**src/rtl/l2_arbiter.sv**
```systemverilog
// Two-master arbiter between the split L1 caches and the unified L2 CPU-side port.
// One transaction in flight; ties are broken round-robin against the previous owner.
module l2_arbiter #(
   parameter int ADDR_WIDTH = 32,
   parameter int LINE_WIDTH = 256
) (
   input  logic                  clk,
   input  logic                  rst,
   input  logic                  icache_read,
   input  logic [ADDR_WIDTH-1:0] icache_address,
   output logic [LINE_WIDTH-1:0] icache_rdata,
   output logic                  icache_resp,
   input  logic                  dcache_read,
   input  logic                  dcache_write,
   input  logic [ADDR_WIDTH-1:0] dcache_address,
   input  logic [LINE_WIDTH-1:0] dcache_wdata,
   output logic [LINE_WIDTH-1:0] dcache_rdata,
   output logic                  dcache_resp,
   output logic                  l2_read,
   output logic                  l2_write,
   output logic [ADDR_WIDTH-1:0] l2_address,
   output logic [LINE_WIDTH-1:0] l2_wdata,
   input  logic [LINE_WIDTH-1:0] l2_rdata,
   input  logic                  l2_resp
);

   localparam logic [ADDR_WIDTH-1:0] LINE_MASK = ~ADDR_WIDTH'(31);

   typedef enum logic [1:0] {IDLE, BUSY, RESP} state_t;

   state_t                  state_reg, state_next;
   logic                    owner_d_reg;
   logic                    last_d_reg;
   logic                    write_reg;
   logic [ADDR_WIDTH-1:0]   addr_reg;
   logic [LINE_WIDTH-1:0]   wdata_reg;
   logic [LINE_WIDTH-1:0]   irdata_reg;
   logic [LINE_WIDTH-1:0]   drdata_reg;

   logic                    i_req, d_req, grant_d, grant_write;
   logic [ADDR_WIDTH-1:0]   grant_addr;

   // D wins when alone, or on a tie when I was the previous owner.
   always_comb begin
      i_req       = icache_read;
      d_req       = dcache_read | dcache_write;
      grant_d     = d_req & (~i_req | ~last_d_reg);
      grant_write = grant_d & dcache_write;
      grant_addr  = (grant_d ? dcache_address : icache_address) & LINE_MASK;
   end

   always_ff @(posedge clk or posedge rst) begin
      if (rst) begin
         state_reg <= IDLE;
      end else begin
         state_reg <= state_next;
      end
   end

   always_comb begin
      state_next = state_reg;
      case (state_reg)
         IDLE:    if (i_req || d_req) state_next = BUSY;
         BUSY:    if (l2_resp) state_next = RESP;
         RESP:    state_next = IDLE;
         default: state_next = IDLE;
      endcase
   end

   always_ff @(posedge clk or posedge rst) begin
      if (rst) begin
         owner_d_reg <= 1'b0;
         last_d_reg  <= 1'b0;
         write_reg   <= 1'b0;
         addr_reg    <= '0;
         wdata_reg   <= '0;
         irdata_reg  <= '0;
         drdata_reg  <= '0;
      end else begin
         if (state_reg == IDLE && (i_req || d_req)) begin
            owner_d_reg <= grant_d;
            last_d_reg  <= grant_d;
            write_reg   <= grant_write;
            addr_reg    <= grant_addr;
            wdata_reg   <= grant_write ? dcache_wdata : '0;
         end
         // Write completions leave the owner's read line untouched.
         if (state_reg == BUSY && l2_resp && !write_reg) begin
            if (owner_d_reg) begin
               drdata_reg <= l2_rdata;
            end else begin
               irdata_reg <= l2_rdata;
            end
         end
      end
   end

   always_comb begin
      l2_read      = (state_reg == BUSY) & ~write_reg;
      l2_write     = (state_reg == BUSY) & write_reg;
      l2_address   = addr_reg;
      l2_wdata     = wdata_reg;
      icache_resp  = (state_reg == RESP) & ~owner_d_reg;
      dcache_resp  = (state_reg == RESP) & owner_d_reg;
      icache_rdata = irdata_reg;
      dcache_rdata = drdata_reg;
   end

endmodule

```
**config.mk**
```make
export PLATFORM = sky130hd
export DESIGN_NAME = l2_arbiter
export DESIGN_NICKNAME = d
export VERILOG_FILES = /design/src/rtl/l2_arbiter.sv
export SDC_FILE = /design/constraint.sdc
export NUM_CORES = 1
export LEC_CHECK = 0
export CAP_MARGIN = 20
export CORE_AREA = 2 2 545 547
export DETAILED_ROUTE_END_ITERATION = 10
export DIE_AREA = 0 0 547 549
export PLACE_DENSITY = 0.3
export SETUP_SLACK_MARGIN = 0.1
export SLEW_MARGIN = 30
export SYNTH_ARGS = -nofsm -noshare
export SYNTH_HDL_FRONTEND = slang
export SYNTH_SLANG_ARGS = --single-unit
```
**constraint.sdc**
```tcl
create_clock -name clk -period 28.3 [get_ports clk]
set_clock_uncertainty 0.05 [all_clocks]
set_input_delay 5.66 -clock clk [delete_from_list [all_inputs] [get_ports clk]]
set_output_delay 5.66 -clock clk [all_outputs]
set_load 0.03 [all_outputs]
```
==> impl_metrics.env <==
export IMPL_rows=200
export IMPL_rsz0062_at_grt="false"
export IMPL_synth_top_family_by_area="multiplexers"
export IMPL_gp_congestion=0.789
export IMPL_ys_types=23
export IMPL_grt_max_degree=153
export IMPL_min_path_type="flop to flop"
export IMPL_post_route_period_util_pct=35.3
export IMPL_critical_path_startpoint_type="input pin"
export IMPL_synth_compound_area_share_pct=7.76
export IMPL_fmaxAchievable_mhz=100
export IMPL_nFillCells=32200
export IMPL_postCtsSetupRepairBufs=0
export IMPL_via_count=21800
export IMPL_drt_initial_drc_count=819
export IMPL_post_cts_resized=0
export IMPL_timing_rr_end="dcache_rdata[247]"
export IMPL_reg2reg_setup_slack_ns=23.49
export IMPL_clk_path_buf_depth=4
export IMPL_cts_tree="done"
export IMPL_die_w_um=547
export IMPL_syn_avg_cell_area_um2=16.7
export IMPL_required_ns=29.10
export IMPL_worstRegToRegCells=7
export IMPL_dpl_cell_area_um2=47700
export IMPL_core_area_um2=295000
export IMPL_fin_crit_ns=9.99
export IMPL_cts_hold_buffers=0
export IMPL_crit_start="rst"
export IMPL_p_per_area_nw_per_um2=139
export IMPL_wl_mm=175
export IMPL_setup_viol=0
export IMPL_vias_per_cell=3.02
export IMPL_ios=1386
export IMPL_grt_ovfl_total=0
export IMPL_total_leakage_power_uw=0.0204
export IMPL_critical_path_class="input pin to asynchronous set/reset pin"
export IMPL_cts_root_buffer="clkbuf_16"
export IMPL_critPathMaxFanout=114
export IMPL_worst_slew_pin_slew_ns=1.04
export IMPL_final_cell_area_um2=51400
export IMPL_cap_violations=0
export IMPL_htreeDepth=3
export IMPL_synth_seq_area_share_pct=67.8
export IMPL_status="complete, no violations"
export IMPL_ys_ff_latch=799
export IMPL_numPortBuffers=1370
export IMPL_hold_viol=0
export IMPL_drc_errors=0
export IMPL_routedWlPerCell_um=24.3
export IMPL_setup_tns_ns=0
export IMPL_dpl_hpwl_mm=139
export IMPL_final_nets=3742
export IMPL_synthAdderAreaFrac_pct=0
export IMPL_endpoint="dcache_rdata[63]"
export IMPL_dieHeight_um=549
export IMPL_die_area_um2=300000
export IMPL_drv_slew=0
export IMPL_worstSkewPairLatency_ns=0.82
export IMPL_cts_sink_count=799
export IMPL_antenna_found_initial=118
export IMPL_synth_simple_area_share_pct=0.254
export IMPL_drt_first_pass_iters=4
export IMPL_final_layout_size_suffix_gt1_share_pct=23.5
export IMPL_start_util_pct=10.0
export IMPL_clk_pin_slew_ns=0.06
export IMPL_ant_nets=0
export IMPL_end_kind="asynchronous set/reset pin"
export IMPL_grt_total_usage_pct=11.3
export IMPL_timing_rr_start="state_reg[0]"
export IMPL_netlist_area_um2=29500
export IMPL_synthCells=1765
export IMPL_synthMuxAreaShare_pct=21.6
export IMPL_relSlewSlack_pct=31.0
export IMPL_synth_xor_area_share_pct=0
export IMPL_grt_pass1_wl_mm=230
export IMPL_ys_warn_count=0
export IMPL_syn_to_final_growth_pct=74.2
export IMPL_cp_arrival_ns=10.79
export IMPL_grt_pass1_vias=23600
export IMPL_cts_made_buffers=112
export IMPL_hold_path_depth=1
export IMPL_max_vdd_ir_drop_mv=0.0617
logic make-up (layout without fill, tap and decap cells):
kind of cell	count (synthesis)	count (layout)
buffers and inverters	126	1596
other	1	45
multiplexers	566	566
AO/OA/AOI/OAI	261	261
AND/OR/NAND/NOR	12	12
flip-flops	799	799
cell usage in the layout, fill, tap and decap left out, types with 2 or more instances in the layout:
cell	Yosys	final
a22o_1	256	256
inv_6	0	3
mux2_2	566	566
clkbuf_1	18	34
buf_12	0	3
clkinv_4	0	3
nor2_1	3	3
bufinv_16	0	2
clkbuf_8	0	28
clkbuf_16	0	113
clkinv_2	0	8
buf_6	24	7
and3b_1	2	2
buf_4	8	20
diode_2	0	40
a21o_1	2	2
clkdlybuf4s50_1	0	1370
conb_1	1	5
inv_16	0	2
dfrtp_1	799	799
worst min path at each step:
stage                            from                end  slack (ns)
CTS                 dcache_rdata[108]  dcache_rdata[108]        0.45
global route        dcache_rdata[187]  dcache_rdata[187]        0.46
detailed placement      l2_wdata[177]      l2_wdata[177]        0.44
floorplan                   write_reg          write_reg        0.46
global placement    dcache_rdata[228]  dcache_rdata[228]        0.44
finish              dcache_rdata[157]  dcache_rdata[157]        0.45
per-stage QoR:
stage / util, % / worst slack (ns) / hold slack, ns / power (µW) / cells
after floorplan: - / 0.153 / 0.464 / 3950 / 1769
after CTS: 17.4 / 17.74 / 0.454 / 7350 / 7177
after global routing: 17.4 / 17.48 / 0.463 / 7530 / 7195
after detailed placement: 16.2 / 16.82 / 0.440 / 5880 / 6984
after global placement: 16.2 / 16.51 / 0.437 / 5870 / 6984
final: 17.4 / 18.31 / 0.450 / 7160 / 7218
report_power, final:
| group | internal [µW] | switching (µW) | total [µW] |
|---|---|---|---|
| clock network | 822 | 579 | 1400 |
| registers | 1720 | 327 | 2050 |
| logic | 1530 | 2170 | 3710 |
| total | 4080 | 3080 | 7160 |
worst max-delay path, cell delays in order:
cell and delay (ns):
clkdlybuf4s50_1 0.49, inv_8 0.62, buf_4 0.71, buf_6 0.56, buf_4 0.62, buf_6 0.58
buf_4 0.57, buf_4 0.67
area by class of cell:
type / instances / area, µm² / share of cell area (%)
Clock buffer: 175 / 3340 / 6.50
Timing Repair Buffer: 1401 / 14000 / 27.3
Antenna cell: 40 / 100 / 0.195
Inverter: 2 / 15.0 / 0.0292
Tap cell: 3939 / 4930 / 9.59
Multi-Input combinational cell: 844 / 8790 / 17.1
Clock inverter: 18 / 193 / 0.375
Sequential cell: 799 / 20000 / 38.9
synthesized netlist by cell type:
cell type    n  area (µm²)
dfrtp_1    799       20000
mux2_2     566        6370
a22o_1     256        2240
buf_2       64         320
buf_6       24         270
clkbuf_1    18        67.6
buf_1       10        37.5
buf_4        8        60.1
nor2_1       3        11.3
a21o_1       2        15.0
and3b_1      2        17.5
inv_1        2        7.51
and3_1       1        6.26
conb_1       1        3.75
nand2_1      1        3.75
nand2b_1     1        6.26
nand3_1      1        5.00
nor3_1       1        5.00
nor3b_1      1        7.51
nor3b_2      1        12.5
o21ai_0      1        5.00
o2bb2ai_2    1        15.0
o31ai_2      1        12.5
metal layers:
| layer | GRT usage [%] | vias to the layer above | wire length, µm |
|---|---|---|---|
| met2 | 18.7 | 1090 | 84100 |
| met1 | 11.4 | 10900 | 61900 |
| met4 | 4.52 | 110 | 6610 |
| li1 | - | 9365 | - |
| met3 | 6.75 | 347 | 22000 |
| met5 | 0.0633 | - | 723 |
(Power assumes the default switching activity.)
